==> src/rtl/swap_pkg.sv <==
// Shared definitions for the swap-sort sequencer: FSM state encoding and
// default bus widths that must agree with the swap register file.
package swap_pkg;

    localparam int ADDRESS_WIDTH_DEF = 7;
    localparam int DATA_WIDTH_DEF    = 8;
    localparam int COUNT_WIDTH_DEF   = 16;

    typedef enum logic [2:0] {
        ST_IDLE = 3'd0,
        ST_RD_A = 3'd1,
        ST_RD_B = 3'd2,
        ST_SWAP = 3'd3,
        ST_DONE = 3'd4
    } sort_state_t;

endpackage

==> src/rtl/swap_sort_compare.sv <==
// Combinational out-of-order detector for one adjacent element pair.
// Equal values are never reported out of order, so the sort is stable.
module swap_sort_compare
    import swap_pkg::*;
#(
    parameter int data_width = DATA_WIDTH_DEF
) (
    input  logic [data_width-1:0] a,
    input  logic [data_width-1:0] b,
    input  logic                  descending,
    output logic                  out_of_order
);

    // Strict unsigned compare in the requested direction
    always_comb begin
        out_of_order = descending ? (a < b) : (a > b);
    end

endmodule

==> src/rtl/swap_sort_sequencer.sv <==
// Bubble-sort controller for the swap register file. Walks the window
// [lo_addr, hi_addr] reading adjacent pairs and issuing one-cycle swap
// commands. Optional macro SWAP_SORT_EARLY_EXIT_EN ends the run after the
// first pass that performed no swap; without it every pass always runs.
module swap_sort_sequencer
    import swap_pkg::*;
#(
    parameter int address_width = ADDRESS_WIDTH_DEF,
    parameter int data_width    = DATA_WIDTH_DEF,
    parameter int count_width   = COUNT_WIDTH_DEF
) (
    input  logic                     clk,
    input  logic                     rst_n,
    input  logic                     start,
    input  logic [address_width-1:0] lo_addr,
    input  logic [address_width-1:0] hi_addr,
    input  logic                     descending,
    output logic                     busy,
    output logic                     done,
    output logic [count_width-1:0]   swap_count,
    output logic [address_width-1:0] address_r,
    input  logic [data_width-1:0]    data_r,
    output logic [address_width-1:0] address_a,
    output logic [address_width-1:0] address_b,
    output logic                     swap
);

    localparam logic [address_width-1:0] ADDR_ONE  = {{(address_width-1){1'b0}}, 1'b1};
    localparam logic [count_width-1:0]   COUNT_ONE = {{(count_width-1){1'b0}}, 1'b1};

    sort_state_t r_state;
    sort_state_t w_next_state;

    logic [address_width-1:0] r_i;
    logic [address_width-1:0] r_last;
    logic [address_width-1:0] r_lo;
    logic                     r_desc;
    logic                     r_swapped;
    logic [data_width-1:0]    r_data_a;
    logic [count_width-1:0]   r_swap_count;
    logic [address_width-1:0] r_addr_a;
    logic [address_width-1:0] r_addr_b;

    logic [address_width-1:0] w_i_next;
    logic [address_width-1:0] w_last_dec;
    logic                     w_out_of_order;
    logic                     w_advance;
    logic                     w_pass_end;
    logic                     w_pass_swapped;
    logic                     w_finish;
    logic                     w_accept;

    assign w_i_next       = r_i + ADDR_ONE;
    assign w_last_dec     = r_last - ADDR_ONE;
    assign w_pass_end     = (w_i_next == r_last);
    assign w_pass_swapped = r_swapped | (r_state == ST_SWAP);
    assign w_accept       = (r_state == ST_IDLE) && start;

`ifdef SWAP_SORT_EARLY_EXIT_EN
    assign w_finish = (w_last_dec == r_lo) || !w_pass_swapped;
`else
    assign w_finish = (w_last_dec == r_lo);
`endif

    swap_sort_compare #(
        .data_width (data_width)
    ) u_compare (
        .a            (r_data_a),
        .b            (data_r),
        .descending   (r_desc),
        .out_of_order (w_out_of_order)
    );

    // State register; reset aborts a run immediately
    always_ff @(posedge clk or negedge rst_n) begin
        if (!rst_n) begin
            r_state <= ST_IDLE;
        end else begin
            r_state <= w_next_state;
        end
    end

    // Next-state decode, including the shared end-of-comparison advance step
    always_comb begin
        w_next_state = r_state;
        w_advance    = 1'b0;
        case (r_state)
            ST_IDLE: begin
                if (start) begin
                    w_next_state = (lo_addr >= hi_addr) ? ST_DONE : ST_RD_A;
                end
            end
            ST_RD_A: w_next_state = ST_RD_B;
            ST_RD_B: begin
                if (w_out_of_order) begin
                    w_next_state = ST_SWAP;
                end else begin
                    w_advance = 1'b1;
                end
            end
            ST_SWAP: w_advance = 1'b1;
            ST_DONE: w_next_state = ST_IDLE;
            default: w_next_state = ST_IDLE;
        endcase
        if (w_advance) begin
            w_next_state = (w_pass_end && w_finish) ? ST_DONE : ST_RD_A;
        end
    end

    // Datapath: window latch, pass bookkeeping, element latch and swap statistics
    always_ff @(posedge clk or negedge rst_n) begin
        if (!rst_n) begin
            r_i          <= '0;
            r_last       <= '0;
            r_lo         <= '0;
            r_desc       <= 1'b0;
            r_swapped    <= 1'b0;
            r_data_a     <= '0;
            r_swap_count <= '0;
            r_addr_a     <= '0;
            r_addr_b     <= '0;
        end else begin
            if (w_accept) begin
                r_lo         <= lo_addr;
                r_i          <= lo_addr;
                r_last       <= hi_addr;
                r_desc       <= descending;
                r_swapped    <= 1'b0;
                r_swap_count <= '0;
            end
            if (r_state == ST_RD_A) begin
                r_data_a <= data_r;
            end
            if ((r_state == ST_RD_B) && w_out_of_order) begin
                r_addr_a <= r_i;
                r_addr_b <= w_i_next;
            end
            if (r_state == ST_SWAP) begin
                r_swapped <= 1'b1;
                if (r_swap_count != '1) begin
                    r_swap_count <= r_swap_count + COUNT_ONE;
                end
            end
            if (w_advance) begin
                if (!w_pass_end) begin
                    r_i <= w_i_next;
                end else begin
                    r_last    <= w_last_dec;
                    r_i       <= r_lo;
                    r_swapped <= 1'b0;
                end
            end
        end
    end

    // Read address follows the pair under comparison, parks on lo otherwise
    always_comb begin
        address_r = r_lo;
        case (r_state)
            ST_RD_A: address_r = r_i;
            ST_RD_B: address_r = w_i_next;
            default: address_r = r_lo;
        endcase
    end

    assign busy       = (r_state != ST_IDLE);
    assign done       = (r_state == ST_DONE);
    assign swap       = (r_state == ST_SWAP);
    assign swap_count = r_swap_count;
    assign address_a  = r_addr_a;
    assign address_b  = r_addr_b;

endmodule

==> config.mk <==
export PLATFORM = sky130hd
export DESIGN_NAME = swap_sort_sequencer
export DESIGN_NICKNAME = d
export VERILOG_FILES = /design/src/rtl/swap_pkg.sv /design/src/rtl/swap_sort_compare.sv /design/src/rtl/swap_sort_sequencer.sv
export SDC_FILE = /design/constraint.sdc
export NUM_CORES = 1
export LEC_CHECK = 0
export ABC_CLOCK_PERIOD_IN_PS = 5100
export CAP_MARGIN = 40
export CORE_MARGIN = 2
export CORE_UTILIZATION = 50
export DETAILED_ROUTE_END_ITERATION = 10
export PLACE_DENSITY = 0.88
export SYNTH_ARGS = -nofsm -noshare
export SYNTH_HDL_FRONTEND = slang
export SYNTH_SLANG_ARGS = --single-unit
==> constraint.sdc <==
create_clock -name clk -period 5.1 [get_ports clk]
set_clock_uncertainty 0.15 [all_clocks]
set_input_delay 0.765 -clock clk [delete_from_list [all_inputs] [get_ports clk]]
set_output_delay 0.765 -clock clk [all_outputs]
set_load 0.1 [all_outputs]
**After elaboration in Yosys (flattened, before gate mapping)**

Cells that the tools add are included.
Widths: inputs -> output; s select.

- Muxes and demuxes: 19
- Order comparisons: 3
- Equality and inequality tests: 10
- Reductions and logical operators: 7
- $add $sub $neg: 3

Operator list:

| operator | number |
|---|---|
| $mux 16 | 3 |
| $mux 7 | 6 |
| $add 16x1->16 const B | 1 |
| $ne 16x16->1 const B | 1 |
| $mux 3 | 5 |
| $eq 7x7->1 | 2 |
| $pmux 7 s2 | 1 |
| $pmux 3 s4 | 1 |
| $gt 8x8->1 | 1 |
| $lt 8x8->1 | 1 |
| $add 7x1->7 const B | 1 |
| $ge 7x7->1 | 1 |
| $sub 7x1->7 const B | 1 |
| $eq 3x2->1 const B | 2 |
| $ne 3x3->1 const B | 2 |
| $eq 3x1->1 const B | 1 |
| $eq 3x3->1 const B | 1 |
| $logic_and 1x1->1 | 3 |
| $logic_not 3->1 | 1 |
| $reduce_and 3->1 | 1 |
| $reduce_bool 3->1 | 1 |
| $mux 1 | 2 |
| $ne 2x1->1 const B | 1 |
| $pmux 1 s2 | 1 |
| $reduce_bool 2->1 | 1 |

- Word-level logic and storage cells: 51
- Bits of input ports: 26
- Output and inout bits: 40
- Bits in registers: 63

**Logic depth before layout (Yosys ltp)**

Gate-level depths: netlist of the first run.

- Word-level depth: 6
- Gate-level depth with buffers: 10
- Depth with buffers taken out: 9

**Cells and area by module**

Synthesis of the first run repeated with hierarchy kept, for this count alone.

- Cells, all modules: 472
- Area total of the unflattened synthesis: 4015.1 sq um

By module, submodules not included:

| module | area an instance (sq um) | sequential area each (sq um) | cells an instance | instances |
|---|---|---|---|---|
| swap_sort_sequencer | 3806.2 | 1576.5 | 443 | 1 |
| swap_sort_compare | 209.0 | 0.0 | 29 | 1 |

**Worst setup path before layout of the first run**

Ideal clock, no wire load.

- Path type: register -> output
- Start: register r_state[0]
- End: output done
- Required time: 4.185 ns
- Buffers on the path: 3
- Cell stages (with the launch flop): 5
- Arrival: 3.028 ns
- Slack: 1.157 ns
- Cells stage by stage: dfrtp_1 -> clkbuf_1 -> clkbuf_1 -> buf_1 -> nor3_1

- Longest elaborated chain between the ends: 1

RTL lines:

| what | RTL line | text |
|---|---|---|
| from (decl) | swap_sort_sequencer.sv:31 | `sort_state_t r_state;` |
| from (signal assigned) | swap_sort_sequencer.sv:79 | `r_state <= w_next_state;` |
| $eq 3x3->1 | swap_sort_sequencer.sv:167 | `assign done = (r_state == ST_DONE);` |
| to (decl) | swap_sort_sequencer.sv:19 | `output logic done,` |

No other way between the ends.

**Worst setup path in the final report of the first run**

- Start: register r_i[0]
- End: output address_r[4]

- Longest elaborated chain between the ends: 2

RTL lines:

| what | RTL line | text |
|---|---|---|
| from (decl) | swap_sort_sequencer.sv:34 | `logic [address_width-1:0] r_i;` |
| from (signal assigned) | swap_sort_sequencer.sv:125 | `r_i <= lo_addr;` |
| from (signal assigned) | swap_sort_sequencer.sv:146 | `r_i <= w_i_next;` |
| from (signal assigned) | swap_sort_sequencer.sv:149 | `r_i <= r_lo;` |
| $add 7x1->7 | swap_sort_sequencer.sv:53 | `assign w_i_next = r_i + ADDR_ONE;` |
| $pmux 7 s2 | swap_sort_sequencer.sv:159 | `case (r_state)` |
| to (decl) | swap_sort_sequencer.sv:21 | `output logic [address_width-1:0] address_r,` |

No other way between the ends.

==> flow_metrics.env, run 1 <==
export IMPL_overflow=0
export IMPL_multiInputGateArea_um2=2150
export IMPL_io_buffers=65
export IMPL_ios=66
export IMPL_slew_violations=0
export IMPL_tightestPinTransition_ns=0.826
export IMPL_dr_first_iter_drc_count=315
export IMPL_antenna_found_initial=0
export IMPL_worstRegToRegCells=9
export IMPL_tritoncts="done"
export IMPL_ys_top_cells_by_area="dfrtp_1, mux2_2, ha_1, nand2_1, xnor2_1"
export IMPL_wl_mm=10.4
export IMPL_tns_ns=0
export IMPL_clock_path_buffers=2
export IMPL_synthFlopType="dfrtp_1"
export IMPL_cts_resized=0
export IMPL_antenna_cells=0
export IMPL_timing_slew_headroom_pct=45.0
export IMPL_synth_top_area_share_pct=40.1
export IMPL_fmax_ghz=0.261
export IMPL_finalWeightedCongestion=0.866
export IMPL_detail_route_antenna_nets=0
export IMPL_core_area_um2=7690
export IMPL_post_cts_buffers=0
export IMPL_synth_cell_types=49
export IMPL_endpoint="address_r[4]"
export IMPL_syn_area_per_cell_um2=9.20
export IMPL_regArea_um2=1580
export IMPL_post_route_min_period_ns=3.84
export IMPL_grt_use_total_pct=25.5
export IMPL_rows=32
export IMPL_end_kind="output pin"
export IMPL_timing_rr_end="r_last[3]"
export IMPL_vias=3717
export IMPL_cp_depth=8
export IMPL_grt_max_degree=64
export IMPL_synth_edff_count=0
export IMPL_r2r_slack_ns=1.67
export IMPL_syn_area_um2=3930
export IMPL_crit_chain="ha_1 > nand3_1 > xnor2_1 > or3_1 > o21ai_0 > a21oi_1 > clkdlybuf4s50_1 > buf_8"
export IMPL_hold_class="flop to flop"
export IMPL_die_area_um2=8580
export IMPL_cts_hold_buf=0
export IMPL_grt_setup_unrepaired="no"
export IMPL_slowest_delay_ns=0.60
export IMPL_grt_pass1_vias=3617
export IMPL_crit_fanout=12
export IMPL_die_y_um=92.6
export IMPL_cts_clk_slew_worst_paths_ns=0.08
export IMPL_status="finished, final reports clean"
export IMPL_hpwl_mm=7.61
export IMPL_setup_viol=0
export IMPL_layout_nets=569
export IMPL_critical_path_class="flop to output pin"
export IMPL_insertion_delay_ns=0.35
export IMPL_avgRoutedWirePerCell_um=16.4
export IMPL_ys_seq_area_share_pct=40.1
export IMPL_drive_above_1_share_pct=17.9
export IMPL_htreeDepth=3
export IMPL_n_fill_cell=546
export IMPL_syn_nets=471
export IMPL_startpoint_type="flop"
export IMPL_numCtsBuffers=9
export IMPL_avgViaCountPerCell=5.88
export IMPL_yosysTopAreaCell="dfrtp_1"
export IMPL_synth_cells=427
export IMPL_initial_core_util_pct=51.1
export IMPL_required_ns=4.18
export IMPL_report_final_hold_viol_count=0
export IMPL_drc=0
export IMPL_crit_family="buffers and inverters"
export IMPL_cap_violations=0
export IMPL_cp_slowest_cell="dfrtp_1"
export IMPL_cts_sinks=63
export IMPL_period_share_pct=75.2
export IMPL_path_buf_inv=2
export IMPL_dieWidth_um=92.6
export IMPL_worstPathArrival_ns=2.92
export IMPL_dr_pass1_iters=5
export IMPL_syn_to_final_growth_pct=38.7
export IMPL_yosys_warnings=0
export IMPL_r2r_start="r_i[0]"
export IMPL_cts_root_buf="clkbuf_8"
export IMPL_crit_start="r_i[0]"
export IMPL_ys_seq_elements=63
export IMPL_grt_pass1_wl_mm=17.4
export IMPL_async_flop_share_pct=100
## layer usage
layer / vias to the layer above / GRT usage (%) / wire (µm)
met5: - / 0 / 0
met4: 0 / 11.9 / 361
met3: 48 / 5.13 / 687
met2: 166 / 41.8 / 5160
met1: 1802 / 32.6 / 4160
li1: 1701 / - / -
## final cells by class
class                   instances  area share (%)
clock buffers                  11            2.78
clock inverters                 5            1.03
inverters                      27            1.86
multi-input cells             315            39.4
flip-flops and latches         63            28.9
well taps                     102            2.34
repair buffers                109            23.6
## Yosys cell counts, drive strengths merged (6+ instances only)
master,instances
and3,6
nand2,56
a21o,9
nor3,11
mux2i,10
nor2,19
buf,9
nand3,17
nand4,9
xor2,6
inv,26
ha,18
xnor2,23
mux2,26
o22ai,9
o21ai,21
or3,10
a21oi,36
dfrtp,63
clkbuf,13
## cell families after synthesis
| family | synth area share [%] |
|---|---|
| AO/OA/AOI/OAI | 14.5 |
| flip-flops | 40.1 |
| XOR/XNOR | 6.46 |
| AND/OR/NAND/NOR | 18.0 |
| multiplexers | 10.0 |
| adder cells (fa/ha/maj) | 5.73 |
| buffers and inverters | 5.19 |
## sequential cells by signal (all words and copies together) (netlist names)
| signal | flops |
|---|---|
| r_lo | 7 |
| r_desc | 1 |
| r_data_a | 8 |
| address_b | 7 |
| r_state | 3 |
| r_i | 7 |
| address_a | 7 |
| swap_count | 16 |
| r_last | 7 |
## how the worst min path moves through the flow
stage | cells past startpoint | endpoint | slack, ns | startpoint
floorplan | 0 | address_a[0] | 0.32 | rst_n
global placement | 1 | r_data_a[7] | 0.34 | r_data_a[7]
detailed placement | 1 | address_b[5] | 0.35 | address_b[5]
CTS | 1 | address_b[5] | 0.36 | address_b[5]
global route | 1 | r_data_a[7] | 0.38 | r_data_a[7]
finish | 1 | address_b[5] | 0.36 | address_b[5]
## layout by cell type (no fill, tap or decap), types with 3 or more instances in the layout
master and n:
mux2i_1 10, and3_1 6, nor2_1 19, inv_1 26
buf_4 4, nor3_1 8, xnor2_1 23, ha_1 18
xor2_1 6, clkbuf_8 11, buf_8 39, nand2_1 55
mux2_2 26, a21o_1 9, dfrtp_1 63, o211ai_1 3
o22ai_1 9, nand3_1 17, nand4_1 9, and2_1 3
clkdlybuf4s50_1 64, a21oi_1 36, o21ai_0 19, or3_1 10
## metrics by stage
step	hold WS (ns)	utilization, %	instance area [µm²]	instances	setup WS (ns)
after CTS	0.362	70.9	5450	632	1.30
after detailed placement	0.350	68.2	5240	616	1.40
after floorplan	0.319	-	3930	427	1.16
after global placement	0.344	60.2	4630	576	1.42
final	0.361	70.9	5450	632	1.26
after global routing	0.382	70.9	5450	632	1.08
Power of run 1 is left out: the tool's default activity adds up to more than one toggle a clock period on the data nets, which glitch-free logic cannot reach.
==> inputs of run 2 (changes only) <==
--- a/config.mk
+++ b/config.mk
@@ -5,12 +5,12 @@
 export SDC_FILE = /design/constraint.sdc
 export NUM_CORES = 1
 export LEC_CHECK = 0
-export ABC_CLOCK_PERIOD_IN_PS = 5100
+export ABC_CLOCK_PERIOD_IN_PS = 3400
 export CAP_MARGIN = 40
 export CORE_MARGIN = 2
-export CORE_UTILIZATION = 50
+export CORE_UTILIZATION = 49
 export DETAILED_ROUTE_END_ITERATION = 10
-export PLACE_DENSITY = 0.88
+export PLACE_DENSITY = 0.89
 export SYNTH_ARGS = -nofsm -noshare
 export SYNTH_HDL_FRONTEND = slang
 export SYNTH_SLANG_ARGS = --single-unit
==> constraint.sdc (replaced) <==
create_clock -name clk -period 3.4 [get_ports clk]
set_clock_uncertainty 0.15 [all_clocks]
set_input_delay 0.51 -clock clk [delete_from_list [all_inputs] [get_ports clk]]
set_output_delay 0.51 -clock clk [all_outputs]
set_load 0.1 [all_outputs]
==> run 2 against run 1 <==
Net effect:
- critical path depth down 1
- die area is 2.0% higher
- via count is 6.1% lower
- sequential cell count is the same
- hold slack lost 0.20 ns
- routed wire length is 9.0% lower
- non-clock buffer count down 24
- first-iteration DRC count shrank 20%
- core utilization down 6.8 points
- register-to-register slack got worse by 1.2 ns
- count of clock-buffer cells in the layout down 1
- global-route usage decreased by 2.6 points
==> flow_metrics.env, run 2 (synthesis results as in run 1) <==
export IMPL_vias=3492
export IMPL_core_area_um2=7770
export IMPL_finalWeightedCongestion=0.851
export IMPL_cts_root_buf="clkbuf_8"
export IMPL_grt_max_degree=64
export IMPL_clock_path_buffers=2
export IMPL_dr_pass1_iters=5
export IMPL_status="finished, final reports clean"
export IMPL_avgRoutedWirePerCell_um=15.5
export IMPL_required_ns=2.74
export IMPL_n_fill_cell=642
export IMPL_r2r_slack_ns=0.52
export IMPL_insertion_delay_ns=0.35
export IMPL_fmax_ghz=0.320
export IMPL_largest_reg_flops=16
export IMPL_detail_route_antenna_nets=0
export IMPL_cap_violations=0
export IMPL_grt_use_met2_pct=37.8
export IMPL_io_buffers=65
export IMPL_syn_to_final_growth_pct=26.7
export IMPL_crit_family="flip-flops"
export IMPL_hpwl_mm=6.92
export IMPL_antenna_cells=0
export IMPL_grt_pass1_wl_mm=15.6
export IMPL_tightestPinTransition_ns=0.845
export IMPL_timing_slew_headroom_pct=43.7
export IMPL_drive_above_1_share_pct=20.2
export IMPL_grt_setup_unrepaired="no"
export IMPL_critical_path_class="flop to output pin"
export IMPL_hold_class="primary input to asynchronous set/reset pin"
export IMPL_dr_first_iter_drc_count=253
export IMPL_die_area_um2=8750
export IMPL_mostFrequentLayoutCell="dfrtp_1"
export IMPL_worstPathArrival_ns=2.47
export IMPL_avgViaCountPerCell=5.74
export IMPL_setup_viol=0
export IMPL_drc=0
export IMPL_tns_ns=0
export IMPL_slowest_delay_ns=0.52
export IMPL_cts_clk_slew_worst_paths_ns=0.08
export IMPL_rows=32
export IMPL_startpoint_type="flop"
export IMPL_dieWidth_um=93.5
export IMPL_post_place_ws_ns=0.180
export IMPL_antenna_found_initial=0
export IMPL_end_kind="output pin"
export IMPL_overflow=0
export IMPL_r2r_start="r_i[1]"
export IMPL_cts_sinks=63
export IMPL_tritoncts="done"
export IMPL_wl_mm=9.44
export IMPL_post_cts_buffers=0
export IMPL_use_met3_pct=5.40
export IMPL_slew_violations=0
export IMPL_cp_slowest_cell="dfrtp_1"
export IMPL_cts_hold_buf=0
export IMPL_dp_cells=592
export IMPL_crit_chain="ha_1 > nand3_1 > xnor2_1 > or3_1 > o21ai_0 > a21oi_1 > buf_12"
export IMPL_numCtsBuffers=9
export IMPL_most_common_layout_cells="dfrtp_1, nand2_1, buf_4"
export IMPL_timing_rr_end="r_last[3]"
export IMPL_grt_most_used_layer="met2"
export IMPL_report_final_hold_viol_count=0
export IMPL_period_share_pct=92.0
export IMPL_initial_core_util_pct=50.6
export IMPL_finalNonFillerCells=608
export IMPL_crit_fanout=8
export IMPL_path_buf_inv=1
export IMPL_grt_pass1_vias=3273
export IMPL_die_y_um=93.5
export IMPL_fin_hold_ws_ns=0.165
export IMPL_met1_usage_pct=29.3
export IMPL_worstRegToRegCells=9
export IMPL_layout_nets=545
export IMPL_finalWorstSetupSlack_ns=0.274
export IMPL_grt_use_total_pct=22.9
export IMPL_htreeDepth=3
export IMPL_ios=66
export IMPL_post_route_min_period_ns=3.13
==> run 2: stage by stage <==
step	utilization (%)	area, µm²
2_1_floorplan	-	3930
4_1_cts	64.0	4970
3_3_place_gp	59.4	4610
3_5_place_dp	61.5	4780
6_report	64.1	4980
5_1_grt	64.1	4980
==> run 2: timing repair <==
item	in CTS	in global routing
endpoints found under the hold margin	0	0
endpoints found under the setup margin	0	1
resized for setup	0	1
==> run 2: worst max-delay path by stage <==
stage              endpoint      start  slack [ns]  cells after the start
6_report       address_r[4]     r_i[1]        0.27                      7
5_1_grt        address_r[4]     r_i[1]         0.1                      7
4_1_cts        address_r[4]     r_i[0]        0.17                      7
3_5_place_dp   address_b[4]  data_r[3]        0.18                     10
3_3_place_gp   address_a[4]  data_r[3]        0.28                     10
2_1_floorplan  address_r[4]     r_i[1]        0.02                      6
==> run 2: layer usage <==
layer	part of all wire (%)	vias to the layer above	routed length [µm]
li1	-	1651	-
met1	43	1681	4080
met2	49	137	4630
met3	5.8	23	545
met4	2.0	0	187
met5	0	-	0
==> run 2: cell type report <==
class / count / area, µm² / area share [%]
multi-input combinational: 315 / 2150 / 43.3
sequential: 63 / 1580 / 31.7
timing repair buffer: 85 / 818 / 16.4
clock buffer: 10 / 138 / 2.77
tap: 102 / 128 / 2.56
inverter: 27 / 101 / 2.04
clock inverter: 6 / 60.1 / 1.21
Power of run 2 is left out for the same reason.
==> inputs of run 3 (changes only) <==
--- a/config.mk
+++ b/config.mk
@@ -7,7 +7,7 @@
 export LEC_CHECK = 0
 export ABC_CLOCK_PERIOD_IN_PS = 3400
 export CAP_MARGIN = 40
-export CORE_MARGIN = 2
+export CORE_MARGIN = 3
 export CORE_UTILIZATION = 49
 export DETAILED_ROUTE_END_ITERATION = 10
 export PLACE_DENSITY = 0.89
==> run 3 against run 2 <==
Net effect:
- hold slack worse by 0.14 ns
- fmax up 0.76%
- design area up 0.48%
- die area up 4.3%
- register-to-register slack worse by 0.07 ns
- critical path type unchanged
- critical endpoint unchanged
- largest cell class unchanged
==> flow_metrics.env, run 3 (synthesis results as in run 1) <==
export IMPL_required_ns=2.74
export IMPL_n_fill_cell=624
export IMPL_dr_pass1_iters=5
export IMPL_cts_hold_buf=0
export IMPL_post_cts_buffers=0
export IMPL_syn_to_final_growth_pct=27.3
export IMPL_cts_sinks=63
export IMPL_tns_ns=0
export IMPL_status="finished, final reports clean"
export IMPL_rows=32
export IMPL_worstPathArrival_ns=2.44
export IMPL_cts_clk_slew_worst_paths_ns=0.07
export IMPL_vias=3521
export IMPL_tritoncts="done"
export IMPL_report_final_hold_viol_count=0
export IMPL_path_buf_inv=1
export IMPL_crit_family="flip-flops"
export IMPL_drive_above_1_share_pct=19.7
export IMPL_layout_nets=546
export IMPL_crit_chain="ha_1 > nand3_1 > xnor2_1 > or3_1 > o21ai_0 > a21oi_1 > buf_12"
export IMPL_grt_pass1_vias=3408
export IMPL_overflow=0
export IMPL_most_common_layout_cells="dfrtp_1, nand2_1, buf_4"
export IMPL_dieWidth_um=95.5
export IMPL_post_place_ws_ns=0.146
export IMPL_startpoint_type="flop"
export IMPL_drc=0
export IMPL_period_share_pct=91.3
export IMPL_slew_violations=0
export IMPL_insertion_delay_ns=0.34
export IMPL_fmax_ghz=0.322
export IMPL_antenna_found_initial=0
export IMPL_htreeDepth=3
export IMPL_grt_use_total_pct=23.2
export IMPL_cap_violations=0
export IMPL_multiInputGateArea_um2=2150
export IMPL_hpwl_mm=7.43
export IMPL_largest_reg_flops=16
export IMPL_slowest_delay_ns=0.53
export IMPL_post_route_min_period_ns=3.10
export IMPL_io_buffers=65
export IMPL_core_area_um2=7770
export IMPL_tightestPinTransition_ns=0.845
export IMPL_antenna_cells=0
export IMPL_clock_path_buffers=2
export IMPL_dr_first_iter_drc_count=273
export IMPL_end_kind="output pin"
export IMPL_initial_core_util_pct=50.6
export IMPL_crit_fanout=8
export IMPL_cts_resized=0
export IMPL_grt_max_degree=29
export IMPL_numCtsBuffers=9
export IMPL_grt_setup_unrepaired="no"
export IMPL_mostFrequentLayoutCell="dfrtp_1"
export IMPL_critical_path_class="flop to output pin"
export IMPL_regArea_um2=1580
export IMPL_avgViaCountPerCell=5.78
export IMPL_ios=66
export IMPL_cts_root_buf="clkbuf_8"
export IMPL_die_area_um2=9130
export IMPL_timing_slew_headroom_pct=43.7
export IMPL_finalWeightedCongestion=0.889
export IMPL_setup_viol=0
export IMPL_cp_slowest_cell="dfrtp_1"
export IMPL_grt_pass1_wl_mm=16.3
export IMPL_hold_class="primary input to asynchronous set/reset pin"
export IMPL_fin_hold_ws_ns=0.0280
export IMPL_detail_route_antenna_nets=0
export IMPL_finalWorstSetupSlack_ns=0.297
export IMPL_die_y_um=95.5
export IMPL_avgRoutedWirePerCell_um=16.3
export IMPL_wl_mm=9.95
export IMPL_final_util_pct=64.4
## run 3: stage by stage
step / cell area (µm²) / std cells
after CTS: 5000 / 609
after floorplan: 3930 / 427
after detailed placement: 4790 / 593
after global routing: 5000 / 609
after global placement: 4620 / 582
final: 5000 / 609
## run 3: cell type report
cell class / count / area share (%)
inverters: 27 / 2.03
repair buffers: 86 / 16.7
well taps: 102 / 2.55
multi-input cells: 315 / 43.1
flip-flops and latches: 63 / 31.5
clock buffers: 12 / 2.70
clock inverters: 4 / 1.40
## run 3: worst reg2reg max path, delay by kind of cell (launching register included)
family,cells,cell delay [ns]
xor gates and xnor gates,2,0.53
DFF,1,0.53
buffers and inverters,1,0.24
and+or+nand+nor,3,0.73
muxes,1,0.22
AOI/OAI and AO/OA,1,0.09
adders and majority gates,1,0.33
## run 3: path summary, 6_finish.rpt
path,start,end,slack [ns],cells past startpoint
max reg2reg,r_i[1],r_last[3],0.45,9
max in group asynchronous,rst_n,swap_count[13],2.39,2
min in group clk,address_b[3],address_b[3],0.36,1
min,rst_n,address_b[0],0.03,1
min reg2reg,address_b[3],address_b[3],0.36,1
max,r_i[1],address_r[4],0.30,7
## run 3: metal layers
metal | vias up | track usage (%) | share of wire, %
met5 | - | 0 | 0
met4 | 0 | 10.5 | 2.0
met3 | 23 | 3.47 | 7.4
met2 | 148 | 37.8 | 50
met1 | 1701 | 30.5 | 41
li1 | 1649 | - | -
Power of run 3 is left out for the same reason.
